File: src/rtl/game_pkg.sv
// Shared racing-game types and default road/steering geometry.
// The renderer imports the same defaults so road edges and clamps agree.
package game_pkg;

    typedef enum logic [1:0] {
        IDLE  = 2'd0,
        LEFT  = 2'd1,
        RIGHT = 2'd2
    } dir_t;

    localparam int unsigned DEF_OFFSET_W    = 10;
    localparam int unsigned DEF_SCROLL_STEP = 2;
    localparam int unsigned DEF_LAT_W       = 10;
    localparam int unsigned DEF_LAT_MAX     = 200;
    localparam int unsigned DEF_VMAX        = 4;

    // Both buttons together cancel out to IDLE.
    function automatic dir_t dir_from_btns(input logic left, input logic right);
        dir_t dir;
        dir = IDLE;
        if (left && !right) begin
            dir = LEFT;
        end else if (right && !left) begin
            dir = RIGHT;
        end
        return dir;
    endfunction

endpackage

File: src/rtl/btn_debounce.sv
// Two-flop synchroniser followed by a counting debouncer for one raw button.
// The output only toggles after DEBOUNCE_CYCLES consecutive disagreeing samples.
module btn_debounce #(
    parameter int unsigned DEBOUNCE_CYCLES = 100000
) (
    input  logic clk,
    input  logic reset,
    input  logic btn_i,
    output logic btn_o
);

    localparam int unsigned CNT_W = (DEBOUNCE_CYCLES > 1) ? $clog2(DEBOUNCE_CYCLES) : 1;
    localparam logic [CNT_W-1:0] CNT_LAST = CNT_W'(DEBOUNCE_CYCLES - 1);

    logic             sync1_q;
    logic             sync2_q;
    logic             db_q;
    logic             db_d;
    logic [CNT_W-1:0] cnt_q;
    logic [CNT_W-1:0] cnt_d;

    always_comb begin
        db_d  = db_q;
        cnt_d = '0;
        if (sync2_q != db_q) begin
            if (cnt_q == CNT_LAST) begin
                db_d = ~db_q;
            end else begin
                cnt_d = cnt_q + 1'b1;
            end
        end
    end

    always_ff @(posedge clk or posedge reset) begin
        if (reset) begin
            sync1_q <= 1'b0;
            sync2_q <= 1'b0;
            db_q    <= 1'b0;
            cnt_q   <= '0;
        end else begin
            sync1_q <= btn_i;
            sync2_q <= sync1_q;
            db_q    <= db_d;
            cnt_q   <= cnt_d;
        end
    end

    assign btn_o = db_q;

endmodule

File: src/rtl/steering_controller.sv
// Button conditioning plus per-frame road scroll and car lateral position update.
// Steering velocity ramps while a direction is held and is cleared on edge saturation.
module steering_controller
    import game_pkg::*;
#(
    parameter int unsigned DEBOUNCE_CYCLES = 100000,
    parameter int unsigned OFFSET_W        = DEF_OFFSET_W,
    parameter int unsigned SCROLL_STEP     = DEF_SCROLL_STEP,
    parameter int unsigned LAT_W           = DEF_LAT_W,
    parameter int unsigned LAT_MAX         = DEF_LAT_MAX,
    parameter int unsigned VMAX            = DEF_VMAX
) (
    input  logic                    clk,
    input  logic                    reset,
    input  logic                    left_btn,
    input  logic                    right_btn,
    input  logic                    frame_pulse,
    output logic [OFFSET_W-1:0]     frame_offset,
    output logic signed [LAT_W-1:0] lateral_offset,
    output logic                    steer_left,
    output logic                    steer_right
);

    localparam int unsigned VEL_W = $clog2(VMAX + 1);
    localparam logic [VEL_W-1:0] VEL_MAX = VEL_W'(VMAX);
    localparam logic signed [LAT_W:0] LAT_HI = (LAT_W + 1)'(LAT_MAX);
    localparam logic signed [LAT_W:0] LAT_LO = -LAT_HI;

    logic                    fp_q;
    logic [OFFSET_W-1:0]     frame_offset_q;
    logic [OFFSET_W-1:0]     frame_offset_d;
    logic signed [LAT_W-1:0] lateral_q;
    logic signed [LAT_W-1:0] lateral_d;
    logic [VEL_W-1:0]        vel_q;
    logic [VEL_W-1:0]        vel_d;
    dir_t                    last_dir_q;
    dir_t                    last_dir_d;

    dir_t                    dir;
    logic                    frame_edge;
    logic [VEL_W-1:0]        vel_ramp;
    logic signed [LAT_W:0]   lat_ext;
    logic signed [LAT_W:0]   vel_ext;
    logic signed [LAT_W:0]   lat_sum;

    btn_debounce #(
        .DEBOUNCE_CYCLES(DEBOUNCE_CYCLES)
    ) u_left_db (
        .clk  (clk),
        .reset(reset),
        .btn_i(left_btn),
        .btn_o(steer_left)
    );

    btn_debounce #(
        .DEBOUNCE_CYCLES(DEBOUNCE_CYCLES)
    ) u_right_db (
        .clk  (clk),
        .reset(reset),
        .btn_i(right_btn),
        .btn_o(steer_right)
    );

    always_comb begin
        frame_offset_d = frame_offset_q;
        lateral_d      = lateral_q;
        vel_d          = vel_q;
        last_dir_d     = last_dir_q;

        // Registered debounced levels: a same-cycle debounce change waits a frame.
        dir        = dir_from_btns(steer_left, steer_right);
        frame_edge = frame_pulse & ~fp_q;

        if (dir == IDLE) begin
            vel_ramp = '0;
        end else if (dir != last_dir_q) begin
            vel_ramp = VEL_W'(1);
        end else if (vel_q >= VEL_MAX) begin
            vel_ramp = VEL_MAX;
        end else begin
            vel_ramp = vel_q + 1'b1;
        end

        // One extra bit so the sum cannot wrap before the clamp test.
        lat_ext = {lateral_q[LAT_W-1], lateral_q};
        vel_ext = {{(LAT_W + 1 - VEL_W){1'b0}}, vel_ramp};
        lat_sum = (dir == LEFT) ? (lat_ext - vel_ext) : (lat_ext + vel_ext);

        if (frame_edge) begin
            frame_offset_d = frame_offset_q + OFFSET_W'(SCROLL_STEP);
            last_dir_d     = dir;
            vel_d          = vel_ramp;
            if (lat_sum > LAT_HI) begin
                lateral_d = LAT_HI[LAT_W-1:0];
                vel_d     = '0;
            end else if (lat_sum < LAT_LO) begin
                lateral_d = LAT_LO[LAT_W-1:0];
                vel_d     = '0;
            end else begin
                lateral_d = lat_sum[LAT_W-1:0];
            end
        end
    end

    always_ff @(posedge clk or posedge reset) begin
        if (reset) begin
            fp_q           <= 1'b0;
            frame_offset_q <= '0;
            lateral_q      <= '0;
            vel_q          <= '0;
            last_dir_q     <= IDLE;
        end else begin
            fp_q           <= frame_pulse;
            frame_offset_q <= frame_offset_d;
            lateral_q      <= lateral_d;
            vel_q          <= vel_d;
            last_dir_q     <= last_dir_d;
        end
    end

    assign frame_offset   = frame_offset_q;
    assign lateral_offset = lateral_q;

endmodule

File: config.mk
export PLATFORM = sky130hd
export DESIGN_NAME = steering_controller
export DESIGN_NICKNAME = d
export VERILOG_FILES = /design/src/rtl/game_pkg.sv /design/src/rtl/btn_debounce.sv /design/src/rtl/steering_controller.sv
export SDC_FILE = /design/constraint.sdc
export NUM_CORES = 1
export LEC_CHECK = 0
export CORE_MARGIN = 1.5
export CORE_UTILIZATION = 40
export DETAILED_ROUTE_END_ITERATION = 16
export PLACE_DENSITY = 0.7
export RECOVER_POWER = 50
export SLEW_MARGIN = 20
export SYNTH_ARGS = -nofsm -noshare
export SYNTH_HDL_FRONTEND = slang
export SYNTH_SLANG_ARGS = --single-unit
File: constraint.sdc
create_clock -name clk -period 3.8 [get_ports clk]
set_input_delay 0.76 -clock clk [delete_from_list [all_inputs] [get_ports clk]]
set_output_delay 0.76 -clock clk [all_outputs]
set_load 0.005 [all_outputs]
# Word-level counts from Yosys, hierarchy flattened
# Cells that the tools add are included.
[op_classes]
addsub = 6
n_lt_le_gt_ge = 3
eq_ne = 6
mux = 14
bitwise = 4
reduce_logical = 7
[op_table]
columns = ["operator", "count"]
rows = [
  ["2-to-1 mux 17 bit", 4],
  ["adder 17 x 1 -> 17 bit (second input constant)", 2],
  ["== test 17 bit (second input constant)", 2],
  ["2-to-1 mux 10 bit", 2],
  ["2-to-1 mux 3 bit", 5],
  ["adder 10 x 4 -> 11 bit", 1],
  ["greater-than comparator 11 x 9 -> 1 bit (second input constant)", 1],
  ["less-than comparator 11 x 9 -> 1 bit (second input constant)", 1],
  ["2-to-1 mux 11 bit", 1],
  ["subtractor 10 x 4 -> 11 bit", 1],
  ["adder 10 x 2 -> 10 bit (second input constant)", 1],
  ["2-to-1 mux 2 bit", 2],
  ["AND reduction 2 bit", 2],
  ["adder 3 x 1 -> 3 bit (second input constant)", 1],
  ["greater-or-equal comparator 3 bit (second input constant)", 1],
  ["inverter 1 bit", 3],
  ["== test 2 x 1 -> 1 bit (second input constant)", 1],
  ["logical AND 1 bit", 2],
  ["zero test 1 bit", 2],
  ["zero test 2 bit", 1],
  ["inequality test 1 bit", 2],
  ["inequality test 2 bit", 1],
  ["AND 1 bit", 1],
]
[word_totals]
ff_bits = 66
input_bits = 5
output_inout_bits = 22
wordCells = 53

# Logic depth before layout (Yosys ltp)
# Gate-level depths: netlist of the first run.
[depth]
ltp_word = 12
ltp_mapped = 19

# Modules after synthesis
# From an unflattened synthesis of the first run, not the netlist that was laid out.
[hier_totals]
cells_unflattened = 384
hier_area_um2 = 3826.2
[by_module_without_submodules]
columns = ["module", "n_inst", "cells_per_inst", "area_per_inst_um2", "seq_area_each_um2"]
rows = [
  ["steering_controller", 1, 206, 1949.4, 625.6],
  ["btn_debounce", 2, 89, 938.4, 500.5],
]

# Worst setup path after synthesis of the first run
# No wires, ideal clock.
[synth_timing]
path_type = "flip-flop to flip-flop"
start = "register u_right_db.db_q, in the netlist u_right_db.btn_o"
end = "register vel_q[0]"
setup_ps = 101
arrival_time_ps = 3885
path_slack_ps = -186
stages_incl_launch_ff = 18
path_buffers = 1
period_less_slack_ps = 3986
path_cell_list = "dfrtp_1 -> inv_1 -> ha_1 -> xnor2_1 -> nand2_1 -> nor4b_1 -> inv_1 -> ha_1 -> ha_1 -> or2_2 -> ha_1 -> and2_4 -> and3_4 -> a211oi_2 -> xnor2_1 -> o41a_1 -> buf_6 -> o32ai_1"
[synth_via]
elab_chain_len = 11
word_cells_on_any_way = 17
cone_classes = "add/sub (2); order compare (2); eq/ne (2); mux (7); reduce/logical (4)"
[synth_lines]
columns = ["element", "line_no", "source"]
rows = [
  ["start, declared", "btn_debounce.sv:17", "logic db_q;"],
  ["start signal, assigned", "btn_debounce.sv:38", "db_q <= 1'b0;"],
  ["start signal, assigned", "btn_debounce.sv:43", "db_q <= db_d;"],
  ["zero test 1 bit (*)", "game_pkg.sv:21", "if (left && !right) begin"],
  ["logical AND 1 bit (*)", "game_pkg.sv:21", ""],
  ["2-to-1 mux 2 bit (*)", "game_pkg.sv:21", ""],
  ["via dir[0]", "steering_controller.sv:39", "dir_t dir;"],
  ["inequality test 2 bit", "steering_controller.sv:76", "end else if (dir != last_dir_q) begin"],
  ["2-to-1 mux 3 bit", "steering_controller.sv:76", ""],
  ["2-to-1 mux 3 bit", "steering_controller.sv:74", "if (dir == IDLE) begin"],
  ["adder 10 x 4 -> 11 bit or subtractor 10 x 4 -> 11 bit (tied branches)", "steering_controller.sv:87", "lat_sum = (dir == LEFT) ? (lat_ext - vel_ext) : (lat_ext + vel_ext);"],
  ["2-to-1 mux 11 bit", "steering_controller.sv:87", ""],
  ["less-than comparator 11 x 9 -> 1 bit", "steering_controller.sv:96", "end else if (lat_sum < LAT_LO) begin"],
  ["2-to-1 mux 3 bit", "steering_controller.sv:96", ""],
  ["2-to-1 mux 3 bit (*)", "steering_controller.sv:93", "if (lat_sum > LAT_HI) begin"],
  ["end signal, assigned", "steering_controller.sv:116", "vel_q <= vel_d;"],
  ["end, declared", "steering_controller.sv:34", "logic [VEL_W-1:0] vel_q;"],
]
# Mark *: on every way through the listed nets, which the timed path passes. The rest lies on a longest branch.
# A chain may end at the register's enable or synchronous reset.

# Worst setup path in the final report of the first run
[layout_timing]
start = "register u_left_db.db_q, in the netlist u_left_db.btn_o"
end = "register vel_q[0]"
[layout_via]
elab_chain_len = 12
word_cells_on_any_way = 17
cone_classes = "add/sub (2); order compare (2); eq/ne (2); mux (7); reduce/logical (4)"
[layout_lines]
columns = ["element", "line_no", "source"]
rows = [
  ["start, declared", "btn_debounce.sv:17", ""],
  ["start signal, assigned", "btn_debounce.sv:38", ""],
  ["start signal, assigned", "btn_debounce.sv:43", ""],
  ["zero test 1 bit", "game_pkg.sv:23", "end else if (right && !left) begin"],
  ["logical AND 1 bit", "game_pkg.sv:23", ""],
  ["2-to-1 mux 2 bit", "game_pkg.sv:23", ""],
  ["2-to-1 mux 2 bit (*)", "game_pkg.sv:21", ""],
  ["via dir[1]", "steering_controller.sv:39", ""],
  ["inequality test 2 bit", "steering_controller.sv:76", ""],
  ["2-to-1 mux 3 bit", "steering_controller.sv:76", ""],
  ["2-to-1 mux 3 bit", "steering_controller.sv:74", ""],
  ["adder 10 x 4 -> 11 bit or subtractor 10 x 4 -> 11 bit (tied branches)", "steering_controller.sv:87", ""],
  ["2-to-1 mux 11 bit", "steering_controller.sv:87", ""],
  ["less-than comparator 11 x 9 -> 1 bit", "steering_controller.sv:96", ""],
  ["2-to-1 mux 3 bit", "steering_controller.sv:96", ""],
  ["2-to-1 mux 3 bit (*)", "steering_controller.sv:93", ""],
]
# Marked as above.

==> flow_metrics.tcl, run 1 <==
set metrics [dict create \
    grt_usage_pct 17.24 \
    diodes 0 \
    io_buffers 25 \
    setup_ws_ns -0.03594 \
    placed_area_um2 4187 \
    firstDrtPassIters 4 \
    final_hold_viol_count 0 \
    floorplan.rows 34 \
    start_kind "register" \
    synth.top_cell.area_share_pct 46.03 \
    cpPeakStageDelay_ns 0.43 \
    worst-path-max-fanout 7 \
    avgRoutedWirePerCell_um 14.09 \
    io_pins 27 \
    postRouteAntennaNets 0 \
    die_w_um 96.99 \
    design_area_um2 4715 \
    post_synth_most_frequent_cells "dfrtp_1, nor2_1, nand2_1, xor2_1, xnor2_1" \
    cp.required_ns 4.06 \
    slowest_stage "dfrtp_1" \
    max_slew_margin_pct 10.99 \
    synthesis.nets 394 \
    ys_types 47 \
    dieHeight_um 96.99 \
    critPathKind "register to register" \
    rsz0062_at_grt "true" \
    power_w 0.002725 \
    clock_latency_ns 0.35 \
    maxSlewViolCount 0 \
    holdWs_ns 0.3505 \
    ir_worst_vdd_v 0.0002333 \
    crit_path_end_kind "register" \
    finalSetupViolations 2 \
    start_util_pct 40.92 \
    yosysWarnings 0 \
    cts_tree "built" \
    crit_family "compound AO/OA/AOI/OAI gates" \
    drt-total-wl_um 7748 \
    grt_max_degree 37 \
    clockBufferDepth 2 \
    syn_area_um2 3533 \
    h-tree-depth 3 \
    path_cells "inv_2, ha_4, xnor2_2, nand2_2, nor4b_4, inv_2, ha_4, ha_4, or2_4, ha_4, a21oi_2, nor2_1, a211oi_2, o21ai_2, xor2_1, o41a_1, buf_6, o32ai_2" \
    path_clk_slew_ns 0.07 \
    drt-initial-drc-count 68 \
    globalplace.congestion 0.8631 \
    leakage_nw 2.019 \
    grt_pass1_wl_um 13200 \
    netlist_instances 367 \
    layout.nets 464 \
    synth.most_common_cell "dfrtp_1" \
    cts.sinks 65 \
    seq_area_frac_synth_pct 46.03 \
    path_buf_inv 3 \
    violations "negative setup slack" \
    cts_hold_buffers 0 \
    syn2layout_area_growth_pct 33.43 \
    timing.fmax_mhz 260.7 \
    synthFlopType "dfrtp_1" \
    grt_overflow 0 \
    crit_arrival_ns 4.09 \
    status "finished, violations left" \
    min_period_ns 3.836 \
    synth_area_per_cell_um2 9.628 \
    synth-edff-count 0 \
    crit_top_cell "ha_4" \
    core_area_um2 8636 \
    fin_crit_sh_pct 100.9 \
    power_density_nw_per_um2 578.1 \
    worstHoldPathType "register to register" \
    die-area_um2 9406 \
    numCtsBuffers 9 \
    route.detailed.drc 0 \
    max_cap_viol_count 0 \
    drive_gt1_share_pct 25.79 \
    antenna_found_initial 0 \
    ys_ff_latch 65 \
    synth_top_cell_by_area "dfrtp_1" \
    tightest_slew_ns 1.334 \
    synth.area.top_cells "dfrtp_1, ha_1, xor2_1" \
    synthArstFlopShare_pct 100.0 \
    vias_per_cell 5.089 \
    cts_root_buf "clkbuf_8" \
    grt_pass1_vias 2949 \
    hpwl_um 5311 \
    finalClockSkew_ns 0.01008 \
    vias 2799 \
]
[cell families after synthesis]
group	Yosys count	share of synthesized area, %
compound gates	44	8.888
xor+xnor	52	13.10
fa+ha+maj	22	8.003
buf+inv	22	2.656
flops	65	46.03
mux	1	0.3187
other cells	1	0.1061
simple gates	160	20.89
[worst reg2reg max path, cell delays in order (launching register included)]
cell and delay [ns]:
dfrtp_1 0.43, inv_2 0.08, ha_4 0.17, xnor2_2 0.16
nand2_2 0.10, nor4b_4 0.29, inv_2 0.08, ha_4 0.17
ha_4 0.15, or2_4 0.28, ha_4 0.24, a21oi_2 0.19
nor2_1 0.07, a211oi_2 0.25, o21ai_2 0.09, xor2_1 0.19
o41a_1 0.42, buf_6 0.16, o32ai_2 0.24
[metrics by stage]
stage                     util [%]  instances  setup WS [ns]  setup TNS (ns)
after CTS                    52.26        548       -0.09544         -0.5694
final                        54.59        550       -0.03594        -0.04205
after global routing         54.59        550        -0.2111          -1.808
after detailed placement     48.48        528        -0.2496          -1.526
after global placement       48.48        528       -0.05545         -0.2776
after floorplan                  -        367        0.01137               0
[state kept, by name (all words and copies together) (netlist names)]
name,cells
u_right_db.sync1_q,1
u_right_db.cnt_q,17
u_right_db.sync2_q,1
u_left_db.sync2_q,1
u_left_db.sync1_q,1
vel_q,3
u_right_db.btn_o,1
lateral_offset,10
u_left_db.cnt_q,17
last_dir_q,2
u_left_db.btn_o,1
fp_q,1
frame_offset,9
[per-layer routing]
metal	track usage, %	part of all wire (%)	vias to the layer above
li1	-	-	1374
met1	21.19	45	1375
met2	29.53	51	38
met3	2.601	2.3	12
met4	8.473	1.8	0
met5	0	0	-
[report_power, final]
group | internal, W | switching [W] | leakage [nW] | total (W)
Clock | 0.000322 | 0.000284 | 0.0985 | 0.000605
Combinational | 0.000682 | 0.000584 | 1.06 | 0.00127
Sequential | 0.000761 | 0.0000932 | 0.861 | 0.000854
Total | 0.00176 | 0.000961 | 2.02 | 0.00273
[final cells by class]
cell class | count | area [µm²]
Clock inverter | 6 | 67.56
Sequential cell | 65 | 1627
Tap cell | 108 | 135.1
Multi-Input combinational cell | 280 | 2133
Inverter | 14 | 52.55
Timing Repair Buffer | 67 | 561.8
Fill cell | 734 | 3921
Clock buffer | 10 | 137.6
[final timing paths]
path	from	to	depth (start not counted)	slack (ns)
min in group asynchronous	reset	frame_offset[8]	2	1.24
max reg2reg	u_left_db.btn_o	vel_q[0]	18	-0.04
max in group asynchronous	reset	u_left_db.btn_o	3	1.11
min reg2reg	u_right_db.sync1_q	u_right_db.sync2_q	0	0.35
max	u_left_db.btn_o	vel_q[0]	18	-0.04
min	u_right_db.sync1_q	u_right_db.sync2_q	0	0.35
[layout by cell type (no fill, tap or decap), types with 3 or more instances in the layout]
master,n
a21oi_2,5
and2_1,4
and3_1,7
buf_4,39
clkbuf_8,10
clkdlybuf4s50_1,21
dfrtp_1,65
dlygate4sd3_1,4
ha_1,11
ha_4,9
inv_1,10
inv_2,4
nand2_1,44
nand3_1,15
nand4_1,12
nor2_1,54
o21ai_0,4
o21ai_1,6
o22a_2,3
o32ai_2,3
or2_2,4
xnor2_1,20
xnor2_2,4
xor2_1,27
[timing repair]
action / 4_1_cts / 5_1_grt
pin swaps: 15 / 22
resized for setup: 20 / 36
cloned: 0 / 0
endpoints found under the setup margin: 11 / 11
buffers inserted: 4 / 3
No activity file was read; power rests on OpenSTA's default activity.
==> inputs of run 2 (changes only) <==
--- a/config.mk
+++ b/config.mk
@@ -6,9 +6,9 @@
 export NUM_CORES = 1
 export LEC_CHECK = 0
 export CORE_MARGIN = 1.5
-export CORE_UTILIZATION = 40
+export CORE_UTILIZATION = 45
 export DETAILED_ROUTE_END_ITERATION = 16
-export PLACE_DENSITY = 0.7
+export PLACE_DENSITY = 0.77
 export RECOVER_POWER = 50
 export SLEW_MARGIN = 20
 export SYNTH_ARGS = -nofsm -noshare
==> run 2 against run 1 <==
The run still ends with negative setup slack left. Sequential power increased by 0.8%. Utilization increased by 7.9 points. Sequential share of layout area shrank 0.42 points. First-iteration DRC count grew 43%. Critical path depth is 1 lower. Design area up 1.3%. Critical path type unchanged. Largest cell class unchanged. Highest routed layer unchanged.
==> flow_metrics.tcl, run 2 (synthesis gave the netlist of run 1 again) <==
set metrics [dict create \
    cts.sinks 65 \
    layout.nets 460 \
    final_common_cell "dfrtp_1" \
    min_period_ns 4.065 \
    firstDrtPassIters 4 \
    dieHeight_um 91.61 \
    grt_usage_pct 19.71 \
    numCtsBuffers 9 \
    vias 2786 \
    power_density_nw_per_um2 616.9 \
    drt-initial-drc-count 97 \
    critPathKind "register to register" \
    syn2layout_area_growth_pct 35.16 \
    die_w_um 91.61 \
    final_hold_viol_count 0 \
    setup_ws_ns -0.2655 \
    start_util_pct 46.20 \
    worstHoldPathType "register to register" \
    seq_area_um2 1628 \
    vias_per_cell 5.159 \
    clock_latency_ns 0.33 \
    grt_pass1_wl_um 13070 \
    finalSetupViolations 11 \
    fillers 613 \
    tightest_slew_ns 1.335 \
    dp_slack_ns -0.1715 \
    fin_crit_sh_pct 107.0 \
    io_pins 27 \
    antenna_found_initial 0 \
    drive_gt1_share_pct 26.26 \
    start_kind "register" \
    grt_max_degree 26 \
    tns_ns -2.510 \
    layout_common_cells "dfrtp_1, nor2_1, nand2_1" \
    hpwl_um 4964 \
    io_buffers 25 \
    crit_arrival_ns 4.30 \
    route.detailed.drc 0 \
    rsz0062_at_grt "true" \
    leakage_nw 2.042 \
    hold_depth 0 \
    crit_path_end_kind "register" \
    postRouteAntennaNets 0 \
    cts_tree "built" \
    clockBufferDepth 2 \
    status "finished, violations left" \
    die-area_um2 8392 \
    h-tree-depth 3 \
    grt_overflow 0 \
    floorplan.rows 32 \
    finalClockSkew_ns 0.009581 \
    multi_input_area_um2 2198 \
    r2r_cells 17 \
    globalplace.congestion 0.8270 \
    diodes 0 \
    core_area_um2 7647 \
    path_clk_slew_ns 0.07 \
    avgRoutedWirePerCell_um 15.08 \
    placed_area_um2 4119 \
    design_area_um2 4776 \
    maxSlewViolCount 0 \
    worst-path-max-fanout 7 \
    cts_root_buf "clkbuf_8" \
    timing.fmax_mhz 246.0 \
    grt_pass1_vias 2836 \
    max_cap_viol_count 0 \
    max_slew_margin_pct 10.97 \
    cp.required_ns 4.03 \
    ir_worst_vdd_v 0.0002557 \
    violations "negative setup slack" \
    drt-total-wl_um 8141 \
    power_w 0.002946 \
]
-- run 2: metal layers --
layer | track usage (%) | part of all wire [%]
met1 | 23.23 | 43
met2 | 35.76 | 53
met3 | 3.897 | 2.6
met4 | 6.510 | 2.0
met5 | 0 | 0
-- run 2: final timing paths --
check	start	endpoint	slack [ns]
worst min-delay path	u_right_db.sync1_q	u_right_db.sync2_q	0.35
worst max-delay path	u_left_db.btn_o	vel_q[0]	-0.27
worst max register to register	u_left_db.btn_o	vel_q[0]	-0.27
worst min register to register	u_right_db.sync1_q	u_right_db.sync2_q	0.35
min in group asynchronous	reset	u_left_db.cnt_q[13]	1.01
max in group asynchronous	reset	u_right_db.btn_o	1.01
-- run 2: stage by stage --
step	std cells	util (%)	hold WS [ns]
5_1_grt	540	62.45	0.3608
3_3_place_gp	514	53.86	0.3348
6_report	540	62.45	0.3546
2_1_floorplan	367	-	0.3312
4_1_cts	536	59.16	0.3573
3_5_place_dp	514	53.86	0.3412
-- run 2: report_power, final --
group | internal [W] | switching (W) | total [W]
Sequential | 0.000761 | 0.0000991 | 0.000861
Combinational | 0.000738 | 0.000683 | 0.00142
Clock | 0.000406 | 0.000260 | 0.000665
Total | 0.00190 | 0.00104 | 0.00295
-- run 2: critical path: stages (launching register included) --
cell	delay, ns
dfrtp_1	0.42
inv_2	0.08
ha_4	0.18
xnor2_2	0.18
nand2_1	0.12
nor4b_2	0.30
inv_1	0.14
ha_4	0.25
mux2_4	0.29
fa_2	0.43
o21ai_4	0.20
xnor2_2	0.16
o21ai_1	0.09
o21ai_1	0.17
a31oi_1	0.11
o41a_1	0.42
buf_6	0.16
o32ai_2	0.25
-- run 2: layout make-up --
class	count	area share (%)
Inverter	14	1.100
Sequential cell	65	34.08
Multi-Input combinational cell	280	46.03
Timing Repair Buffer	63	11.29
Clock buffer	12	3.249
Tap cell	102	2.672
Clock inverter	4	1.572
-- run 2: what timing repair did --
action	4_1_cts	5_1_grt
setup buffers	6	4
hold buffers	0	0
resized for setup	28	38
cloned	0	0
endpoints found under the hold margin	0	0
setup endpoints to repair	11	11
pin swaps	15	33
